==> src/rtl/alu_pkg.sv <==
// Shared ALU definitions: select codes, status bit positions and the
// multiply sequencer's FSM state encoding.
package alu_pkg;

    localparam logic [3:0] ALU_ADD = 4'b0000;
    localparam logic [3:0] ALU_SUB = 4'b1000;
    localparam logic [3:0] ALU_SLL = 4'b0001;
    localparam logic [3:0] ALU_NOR = 4'b0010;
    localparam logic [3:0] ALU_XOR = 4'b0100;
    localparam logic [3:0] ALU_SR  = 4'b0101;
    localparam logic [3:0] ALU_OR  = 4'b0110;
    localparam logic [3:0] ALU_AND = 4'b0111;

    // Positions within the ALU status word {V,C,N,Z}
    localparam int ST_V = 3;
    localparam int ST_C = 2;
    localparam int ST_N = 1;
    localparam int ST_Z = 0;

    typedef enum logic [1:0] {
        S_IDLE = 2'd0,
        S_ITER = 2'd1,
        S_DONE = 2'd2
    } mul_state_t;

endpackage

==> src/rtl/alu_mul_seq.sv <==
// Shift-and-add 32x32 unsigned multiplier (low word + overflow flag) that
// borrows the shared ALU as its adder. Optional ALU_MUL_EARLY_TERM_EN stops
// iterating as soon as the remaining multiplier bits are all zero.
module alu_mul_seq
    import alu_pkg::*;
#(
    parameter int WIDTH = 32,
    parameter int CNT_W = 6
) (
    input  logic             clk,
    input  logic             rst,
    input  logic             start,
    input  logic [WIDTH-1:0] op_a,
    input  logic [WIDTH-1:0] op_b,
    output logic             ready,
    output logic             done,
    output logic [WIDTH-1:0] result,
    output logic             ovf,
    output logic [WIDTH-1:0] alu_a,
    output logic [WIDTH-1:0] alu_b,
    output logic [3:0]       alu_sel,
    input  logic [WIDTH-1:0] alu_f,
    input  logic [3:0]       alu_status
);

    // Handshake: start is accepted on a rising edge only while ready=1; done
    // pulses for one cycle with result/ovf valid, which then hold until the
    // next accepted start.

    mul_state_t       state;
    logic [WIDTH-1:0] acc;
    logic [WIDTH-1:0] mcand;
    logic [WIDTH-1:0] mplr;
    logic [CNT_W-1:0] cnt;
    logic             ovf_acc;

    logic [WIDTH-1:0] acc_nxt;
    logic             ovf_nxt;
    logic             last_iter;
    logic             mplr_empty;
    logic             unused_status;

    assign alu_a   = acc;
    assign alu_b   = mcand;
    assign alu_sel = ALU_ADD;

    assign unused_status = ^{alu_status[ST_V], alu_status[ST_N], alu_status[ST_Z]};

    // Overflow comes either from a carry out of the add or from a set
    // multiplicand bit that would be shifted away while multiplier bits remain.
    always_comb begin
        acc_nxt = mplr[0] ? alu_f : acc;
        ovf_nxt = ovf_acc
                | (mplr[0] & alu_status[ST_C])
                | (mcand[WIDTH-1] & (mplr[WIDTH-1:1] != '0));
    end

`ifdef ALU_MUL_EARLY_TERM_EN
    assign mplr_empty = (mplr == '0);
    assign last_iter  = 1'b0;
`else
    assign mplr_empty = 1'b0;
    assign last_iter  = (cnt == CNT_W'(WIDTH - 1));
`endif

    always_ff @(posedge clk) begin
        if (rst) begin
            state   <= S_IDLE;
            ready   <= 1'b1;
            done    <= 1'b0;
            result  <= '0;
            ovf     <= 1'b0;
            acc     <= '0;
            mcand   <= '0;
            mplr    <= '0;
            cnt     <= '0;
            ovf_acc <= 1'b0;
        end else begin
            case (state)
                S_IDLE: begin
                    done <= 1'b0;
                    if (start) begin
                        acc     <= '0;
                        mcand   <= op_a;
                        mplr    <= op_b;
                        cnt     <= '0;
                        ovf_acc <= 1'b0;
                        ready   <= 1'b0;
                        state   <= S_ITER;
                    end
                end
                S_ITER: begin
                    if (mplr_empty) begin
                        result <= acc;
                        ovf    <= ovf_acc;
                        done   <= 1'b1;
                        state  <= S_DONE;
                    end else begin
                        acc     <= acc_nxt;
                        ovf_acc <= ovf_nxt;
                        mcand   <= mcand << 1;
                        mplr    <= mplr >> 1;
                        cnt     <= cnt + 1'b1;
                        if (last_iter) begin
                            result <= acc_nxt;
                            ovf    <= ovf_nxt;
                            done   <= 1'b1;
                            state  <= S_DONE;
                        end
                    end
                end
                S_DONE: begin
                    done  <= 1'b0;
                    ready <= 1'b1;
                    state <= S_IDLE;
                end
                default: begin
                    done  <= 1'b0;
                    ready <= 1'b1;
                    state <= S_IDLE;
                end
            endcase
        end
    end

endmodule

==> config.mk <==
export PLATFORM = sky130hd
export DESIGN_NAME = alu_mul_seq
export DESIGN_NICKNAME = d
export VERILOG_FILES = /design/src/rtl/alu_pkg.sv /design/src/rtl/alu_mul_seq.sv
export SDC_FILE = /design/constraint.sdc
export NUM_CORES = 1
export LEC_CHECK = 0
export CORE_MARGIN = 5
export CORE_UTILIZATION = 50
export DETAILED_ROUTE_END_ITERATION = 8
export HOLD_SLACK_MARGIN = 0.05
export PLACE_DENSITY = 0.86
export SLEW_MARGIN = 10
export SYNTH_ARGS = -nofsm -noshare
export SYNTH_HDL_FRONTEND = slang
export SYNTH_SLANG_ARGS = --single-unit
==> constraint.sdc <==
create_clock -name clk -period 2.97 [get_ports clk]
set_input_delay 0.594 -clock clk [delete_from_list [all_inputs] [get_ports clk]]
set_output_delay 0.594 -clock clk [all_outputs]
set_load 0.05 [all_outputs]
==> impl_metrics.toml, run 1 <==
[critical_path]
startpoint_type = "flop"
path_cells = "clkdlybuf4s50_1"
reg2reg_depth = 4
max_stage_delay_ns = 0.86
cpLargestDelayFamily = "buffers and inverters"
cpMaxStageDelayCell = "clkdlybuf4s50_1"
cp_data_arrival_time_ns = 1.64
critPathKind = "reg2out"
critPathMaxFanout = 3
r2r_slack_ns = 0.76
endpoint_kind = "output pin"
path_depth = 1
critical_path_buf_inv_count = 1
required_ns = 2.38

[global_routing]
grt_usage_pct = 22.2
grt_pass1_vias = 5498
grt_overflow_total = 0
antenna_found_initial = 0
grt_pass1_wl_um = 26800
grt_max_degree = 91

[die]
die-height_um = 123
die_area_mm2 = 0.0152
coreArea_mm2 = 0.0126
rows = 41
fp.dieW_um = 123
start_util_pct = 50.9
io_pins = 206

[timing]
final-max-slew-violation-count = 0
timing.final.crit_share_pct = 75.4
hold_violations = 0
finClkSkew_ns = 0.00578
rsz0062_at_grt = "false"
fin_setup_tns_ns = 0
fmax_mhz = 447
finalCriticalPeriod_ns = 2.24
slew_headroom_pct = 35.2
finalSetupViolations = 0
hold_slack_ns = 0.463
worst_pin_slew_ns = 0.971
setup_ws_ns = 0.732

[clock_tree]
cts.sinks = 140
cts_tree = "done"
htreeDepth = 4
root_buffer = "clkbuf_16"
postCtsSetupBuffers = 0
clock_insertion_delay_worst_skew_ns = 0.42
cts_buffers = 17
holdBufCountCts = 0
post_cts_resized = 0
clkSlewWorstSetupHoldPaths_ns = 0.06
cts_buffer_depth = 2

[hold_path]
hold_class = "reg2reg"
holdPathStages = 1

[power]
power_density_mw_per_mm2 = 550
leakagePower_nw = 3.36
ir_drop_uv = 394

[layout]
layout_common_cells = "nor2_1 (234), clkdlybuf4s50_1 (196), dfxtp_1 (137), nor2b_1 (65), a21oi_1 (65)"
final_common_cell = "nor2_1"
final_nets = 1047
drive_gt1_share_pct = 7.23
final_cell_area_mm2 = 0.00887
final_cell_count_no_fill = 1128
syn2layout_area_growth_pct = 38.6
nFillCells = 995

[logic_synthesis]
ys.flop_type = "dfxtp_1"
synth_seq_area_share_pct = 43.8
async_flop_share_pct = 0
syn_area_mm2 = 0.00640
avgSynthCellArea_um2 = 8.14
synthDistinctLibCells = 40
synth_edf_count = 0
yosysWarnings = 0
synth_cells = 787
synth_seq_cells = 140

[drt]
drc = 0
drt-pass1-iter-count = 5
drt_wl_total_um = 17400
wl_per_cell_um = 15.4
via_per_inst = 5.28
drt_iter0_drc = 433
routed-via-count = 5954
postRouteAntennaNets = 0

[placement]
placedCellCount = 1096
gp_congestion = 0.790
post-place-ws_ns = 0.737
post-dp-hpwl_um = 11400
placed_cell_area_mm2 = 0.00832
port_buffers = 198

[outcome]
status = "completed"

[flow_run]
maxCapViolations = 0
[kinds of logic (layout without fill, tap and decap cells)]
logic type,Yosys count,after routing,synth area share [%]
AOI/OAI and AO/OA,149,149,17.2
adders and majority gates,1,1,0.195
buffers and inverters,74,239,5.84
DFF,140,140,43.8
muxes,33,33,5.16
other,1,5,0.0586
and+or+nand+nor,389,389,27.8
[per-stage QoR]
stage / util (%) / power (mW)
after global routing: 70.6 / 5.08
after CTS: 70.6 / 4.92
after global placement: 66.2 / 2.95
after floorplan: - / 2.66
after detailed placement: 66.2 / 2.96
final: 70.6 / 4.88
[cells in the mapped netlist (2+ instances only)]
cell type,count,area share (%)
a311oi_1,3,0.41
buf_6,7,1.2
a21oi_1,65,5.1
a2bb2oi_1,3,0.41
a211oi_2,20,3.9
clkbuf_1,33,1.9
nand2b_1,2,0.20
o32ai_1,2,0.27
nor3_1,64,5.0
nand4_1,2,0.20
nor2b_1,65,6.4
dfxtp_1,140,44
buf_2,11,0.86
nand3_1,2,0.16
a22o_1,26,3.6
nor2_1,234,14
a22oi_1,7,0.82
nor4_1,7,0.68
a211oi_1,14,1.6
mux2i_1,33,5.2
nand2_1,7,0.41
buf_4,8,0.94
buf_1,14,0.82
o21ai_0,2,0.16
[state kept, by name, summed over array words and instances (netlist names)]
name     flops
alu_a       32
alu_b       32
cnt          6
done         1
mplr        32
ovf          1
ovf_acc      1
ready        1
result      32
state        2
[area by class of cell]
| cell class | instances | area (um^2) | share of cell area (%) |
|---|---|---|---|
| flip-flops and latches | 140 | 2810 | 31.7 |
| clock inverters | 7 | 37.5 | 0.423 |
| inverters | 1 | 3.75 | 0.0423 |
| clock buffers | 24 | 512 | 5.77 |
| diodes | 1 | 2.50 | 0.0282 |
| repair buffers | 207 | 2050 | 23.2 |
| multi-input cells | 576 | 3240 | 36.5 |
| well taps | 172 | 215 | 2.43 |
[metal layers]
layer  wire, um  vias to the layer above  global-route usage (%)
li1           -                     2987                       -
met1       7530                     2731                    28.1
met5          0                        -                       0
met2       7920                      213                    34.8
met3       1590                       23                    7.91
met4        306                        0                    8.30
[path summary, 6_finish.rpt]
check	endpoint	start
worst min register to register	ready$_SDFFE_PP1P_	ready$_SDFFE_PP1P_
worst max-delay path	alu_a[13]	alu_a[13]$_SDFFE_PP0P_
worst min-delay path	ready$_SDFFE_PP1P_	ready$_SDFFE_PP1P_
worst max register to register	alu_a[13]$_SDFFE_PP0P_	state[0]$_SDFFE_PP0P_
[power breakdown]
part           switching (mW)  internal [mW]  leakage [nW]  total [mW]
Combinational           0.497          0.374          1.94       0.871
Clock                   0.764           1.19         0.277        1.95
Sequential             0.0831           1.97          1.15        2.06
Total                    1.34           3.53          3.36        4.88
Power figures use the tool's default switching activity.
==> inputs of run 2 (changes only) <==
CORE_UTILIZATION = 42   (was 50)
PLACE_DENSITY = 0.77   (was 0.86)
clock period = 1.9 ns   (was 2.97 ns; I/O delays follow)
==> run 2 against run 1 <==
Net effect:
- register-to-register slack worse by 0.50 ns
- non-clock buffer count grew 10
- critical path depth stayed put
- worst setup slack worse by 0.54 ns
- via count down 0.15%
- utilization shrank 12 points
- clock skew rose by 0.00080 ns
- cell area grew 0.17%
- combinational power increased by 56%
- total power is 66% higher
- critical path type unchanged
- largest cell class unchanged
==> impl_metrics.toml, run 2 (synthesis gave the netlist of run 1 again) <==
[timing]
slew_headroom_pct = 54.4
finalCriticalPeriod_ns = 1.71
fin_setup_tns_ns = 0
hold_violations = 0
fmax_mhz = 585
setup_ws_ns = 0.191
finalSetupViolations = 0
timing.final.crit_share_pct = 89.9
finClkSkew_ns = 0.00659
hold_slack_ns = 0.463
worst_pin_slew_ns = 0.682
final-max-slew-violation-count = 0
rsz0062_at_grt = "false"

[power]
ir_drop_uv = 725
power_density_mw_per_mm2 = 909
leakagePower_nw = 3.74

[die]
coreArea_mm2 = 0.0151
rows = 45
die_area_mm2 = 0.0178
die-height_um = 133
fp.dieW_um = 133
start_util_pct = 42.4
io_pins = 206

[placement]
gp_congestion = 0.805
post-place-ws_ns = 0.115
port_buffers = 198
placed_cell_area_mm2 = 0.00828
post-dp-hpwl_um = 11500

[layout]
drive_gt1_share_pct = 13.9
layout_common_cells = "nor2_1 (234), dfxtp_1 (137), clkdlybuf4s50_1 (97), buf_4 (70)"
final_nets = 1057
syn2layout_area_growth_pct = 38.8
final_cell_area_mm2 = 0.00889
antenna_cells_inserted = 0
final_common_cell = "nor2_1"

[critical_path]
required_ns = 1.52
reg2reg_depth = 7
critical_path_buf_inv_count = 1
critPathCapture = "alu_a[22]"
cpMaxStageDelayCell = "dlygate4sd2_1"
path_cells = "dlygate4sd2_1"
cp_data_arrival_time_ns = 1.33
r2r_slack_ns = 0.26
endpoint_kind = "output pin"
max_stage_delay_ns = 0.55
cpLargestDelayFamily = "buffers and inverters"
startpoint = "alu_a[22]$_SDFFE_PP0P_"
critPathMaxFanout = 3
startpoint_type = "flop"
timing.rr.end = "result[30]$_SDFFE_PP0P_"
reg2reg_from = "cnt[0]$_SDFFE_PP0P_"
critPathKind = "reg2out"
path_depth = 1

[global_routing]
grt_overflow_total = 0
antenna_found_initial = 0
grt_usage_pct = 19.7
grt_pass1_vias = 5600
grt_max_degree = 77
grt_pass1_wl_um = 28700

[clock_tree]
root_buffer = "clkbuf_16"
clock_insertion_delay_worst_skew_ns = 0.42
cts_buffers = 17
clkSlewWorstSetupHoldPaths_ns = 0.06
htreeDepth = 4
cts.sinks = 140
cts_buffer_depth = 2
cts_tree = "done"
holdBufCountCts = 0

[drt]
drt-pass1-iter-count = 4
via_per_inst = 5.16
postRouteAntennaNets = 0
drt_wl_total_um = 17800
wl_per_cell_um = 15.5
drt_iter0_drc = 386
drc = 0
routed-via-count = 5945

[hold_path]
hold_class = "reg2reg"

[outcome]
status = "completed"

[flow_run]
maxCapViolations = 0
==> run 2: cell count changes in the layout (fill, tap and decap cells not counted) <==
cell             previous run  this run
buf_4                       9        70
clkinvlp_4                  1         4
diode_2                     1         0
inv_6                       0         3
clkbuf_8                    6         1
clkbuf_16                  17        18
clkinv_4                    0         1
buf_6                       0         1
buf_12                      1         2
bufinv_16                   0         4
clkbuf_1                    1         0
dlygate4sd2_1               0        45
clkinv_2                    6         1
clkdlybuf4s50_1           196        97
==> run 2: metal layers <==
metal	wire, um	share of wire (%)	track usage [%]	vias to the layer above
li1	-	-	-	3005
met1	8070	45	25.2	2739
met2	8160	46	31.3	186
met3	1390	7.8	7.70	15
met4	201	1.1	4.86	0
met5	0	0	0	-
==> run 2: worst min path at each step <==
stage                                    from                  end  slack (ns)  cells past startpoint
after CTS                  ready$_SDFFE_PP1P_   ready$_SDFFE_PP1P_        0.47                      1
after global routing       ready$_SDFFE_PP1P_   ready$_SDFFE_PP1P_        0.47                      1
final                      ready$_SDFFE_PP1P_   ready$_SDFFE_PP1P_        0.46                      1
after detailed placement   ready$_SDFFE_PP1P_   ready$_SDFFE_PP1P_        0.45                      1
after floorplan           cnt[2]$_SDFFE_PP0P_  cnt[2]$_SDFFE_PP0P_        0.47                      2
after global placement     ready$_SDFFE_PP1P_   ready$_SDFFE_PP1P_        0.45                      1
==> run 2: timing repair <==
| action | CTS | global route |
|---|---|---|
| endpoints found under the setup margin | 45 | 6 |
| resized for setup | 45 | 1 |
| gates cloned | 0 | 1 |
| pin swaps | 0 | 1 |
| buffers inserted | 0 | 2 |
==> run 2: where the power goes <==
part           internal (mW)  total (mW)  switching (mW)  leakage, nW
Sequential              3.08        3.20           0.118         1.15
Combinational          0.564        1.36           0.795         2.30
Clock                   2.23        3.52            1.29        0.295
Total                   5.88        8.08            2.20         3.74
==> run 2: stage by stage <==
step	instances	power, mW	utilization, %
3_5_place_dp	1119	4.64	54.9
5_1_grt	1153	8.43	58.9
6_report	1153	8.08	58.9
4_1_cts	1150	8.16	58.7
3_3_place_gp	1119	4.62	54.9
2_1_floorplan	790	4.15	-
==> run 2: final cells by class <==
| type | instances | area (um^2) |
|---|---|---|
| tap | 188 | 235 |
| inverter | 1 | 3.75 |
| fill | 1348 | 6200 |
| clock inverter | 13 | 190 |
| clock buffer | 18 | 439 |
| timing repair buffer | 217 | 1970 |
| sequential | 140 | 2810 |
| multi-input combinational | 576 | 3240 |
==> inputs of run 3 (changes only) <==
CORE_UTILIZATION = 43   (was 42)
CTS_BUF_LIST = sky130_fd_sc_hd__clkbuf_8   (was default)
PLACE_DENSITY = 0.78   (was 0.77)
==> run 3 against run 2 <==
Net effect:
- global-route usage is 0.20 points lower
- largest cell class unchanged
- critical path depth unchanged
- total power shrank 14%
- sequential cell count did not move
- sequential share of layout area grew 0.70 points
- cell count is essentially flat
- register-to-register slack worse by 0.06 ns
==> impl_metrics.toml, run 3 (synthesis gave the netlist of run 1 again) <==
[drt]
routed-via-count = 5965
wl_per_cell_um = 15.3
postRouteAntennaNets = 0
drt-pass1-iter-count = 5
drt_wl_total_um = 17600
drc = 0
via_per_inst = 5.18
drt_iter0_drc = 313

[timing]
setup_ws_ns = 0.149
fin_setup_tns_ns = 0
worst_pin_slew_ns = 0.686
finalSetupViolations = 0
rsz0062_at_grt = "false"
finClkSkew_ns = 0.0139
final-max-slew-violation-count = 0
slew_headroom_pct = 54.2
finalCriticalPeriod_ns = 1.75
timing.final.crit_share_pct = 92.2
hold_violations = 0
fmax_mhz = 571

[critical_path]
cp_data_arrival_time_ns = 1.37
path_cells = "dlygate4sd2_1"
max_stage_delay_ns = 0.55
required_ns = 1.52
startpoint = "alu_a[26]$_SDFFE_PP0P_"
critPathKind = "reg2out"
critical_path_buf_inv_count = 1
critPathMaxFanout = 3
endpoint_kind = "output pin"
cpLargestDelayFamily = "buffers and inverters"
reg2reg_from = "cnt[0]$_SDFFE_PP0P_"
startpoint_type = "flop"
cpMaxStageDelayCell = "dlygate4sd2_1"

[placement]
gp_congestion = 0.809
post-place-ws_ns = 0.128
placedCellCount = 1119
port_buffers = 198
post-dp-hpwl_um = 11900

[global_routing]
grt_usage_pct = 19.5
grt_pass1_vias = 5599
grt_pass1_wl_um = 28400
grt_max_degree = 129
antenna_found_initial = 2
grt_overflow_total = 0

[clock_tree]
holdBufCountCts = 0
cts.sinks = 140
cts_buffer_depth = 2
clkSlewWorstSetupHoldPaths_ns = 0.08
cts_tree = "done"
cts_buffers = 17
clock_insertion_delay_worst_skew_ns = 0.45
root_buffer = "clkbuf_8"
htreeDepth = 4

[die]
coreArea_mm2 = 0.0146
die_area_mm2 = 0.0174
start_util_pct = 43.9
rows = 44
io_pins = 206
die-height_um = 132
fp.dieW_um = 132

[layout]
antenna_cells_inserted = 0
final_nets = 1060
final_common_cell = "nor2_1"
final_cell_count_no_fill = 1152
layout_common_cells = "nor2_1 (234), dfxtp_1 (137), clkdlybuf4s50_1 (97), buf_4 (70)"
nFillCells = 1325
syn2layout_area_growth_pct = 35.8
drive_gt1_share_pct = 13.9

[hold_path]
holdCritStartpoint = "ready$_SDFFE_PP1P_"
hold_class = "reg2reg"

[outcome]
status = "completed"

[flow_run]
maxCapViolations = 0

[power]
leakagePower_nw = 3.67
p_total_mw = 6.93
power_density_mw_per_mm2 = 797
ir_drop_uv = 508
## run 3: cell types whose count changed in the layout (fill, tap and decap cells not counted), sizes merged
cell	change
clkbuf	+1
dlygate4sd2	+1
inv	-2
clkinv	+4
buf	+2
bufinv	-2
clkinvlp	-1
## run 3: what timing repair did
action                     4_1_cts  5_1_grt
setup endpoints to repair       46        3
resized for setup               46        0
pin swaps                        0        1
gates cloned                     0        1
setup buffers                    0        1
## run 3: power breakdown
| group | switching [mW] | internal, mW |
|---|---|---|
| clock | 1.16 | 1.22 |
| sequential | 0.118 | 3.08 |
| combinational | 0.790 | 0.570 |
| total | 2.06 | 4.87 |
## run 3: metal layers
layer	wire length, um	vias to the layer above	track usage (%)
met5	38	-	0
met4	207	4	5.54
met3	1490	20	6.98
met2	7990	184	30.4
met1	7920	2756	25.4
li1	-	3001	-
## run 3: final timing paths
check | slack, ns | depth (start not counted) | to
worst max-delay path | 0.15 | 1 | alu_a[26]
worst min-delay path | 0.47 | 1 | ready$_SDFFE_PP1P_
worst max register to register | 0.20 | 7 | result[16]$_SDFFE_PP0P_
worst min register to register | 0.47 | 1 | ready$_SDFFE_PP1P_
## run 3: final cells by class
type	instances	area, um^2	share of cell area (%)
repair buffers	220	2030	23.3
clock buffers	19	262	3.01
multi-input cells	576	3240	37.2
well taps	184	230	2.65
flip-flops and latches	140	2810	32.3
inverters	1	3.75	0.0432
clock inverters	12	124	1.42
## run 3: metrics by stage
| step | hold WS, ns | utilization, % | area [um^2] |
|---|---|---|---|
| 2_1_floorplan | 0.466 | - | 6410 |
| 3_3_place_gp | 0.448 | 57.1 | 8330 |
| 3_5_place_dp | 0.456 | 57.1 | 8330 |
| 4_1_cts | 0.436 | 59.4 | 8660 |
| 5_1_grt | 0.467 | 59.6 | 8690 |
| 6_report | 0.469 | 59.6 | 8690 |
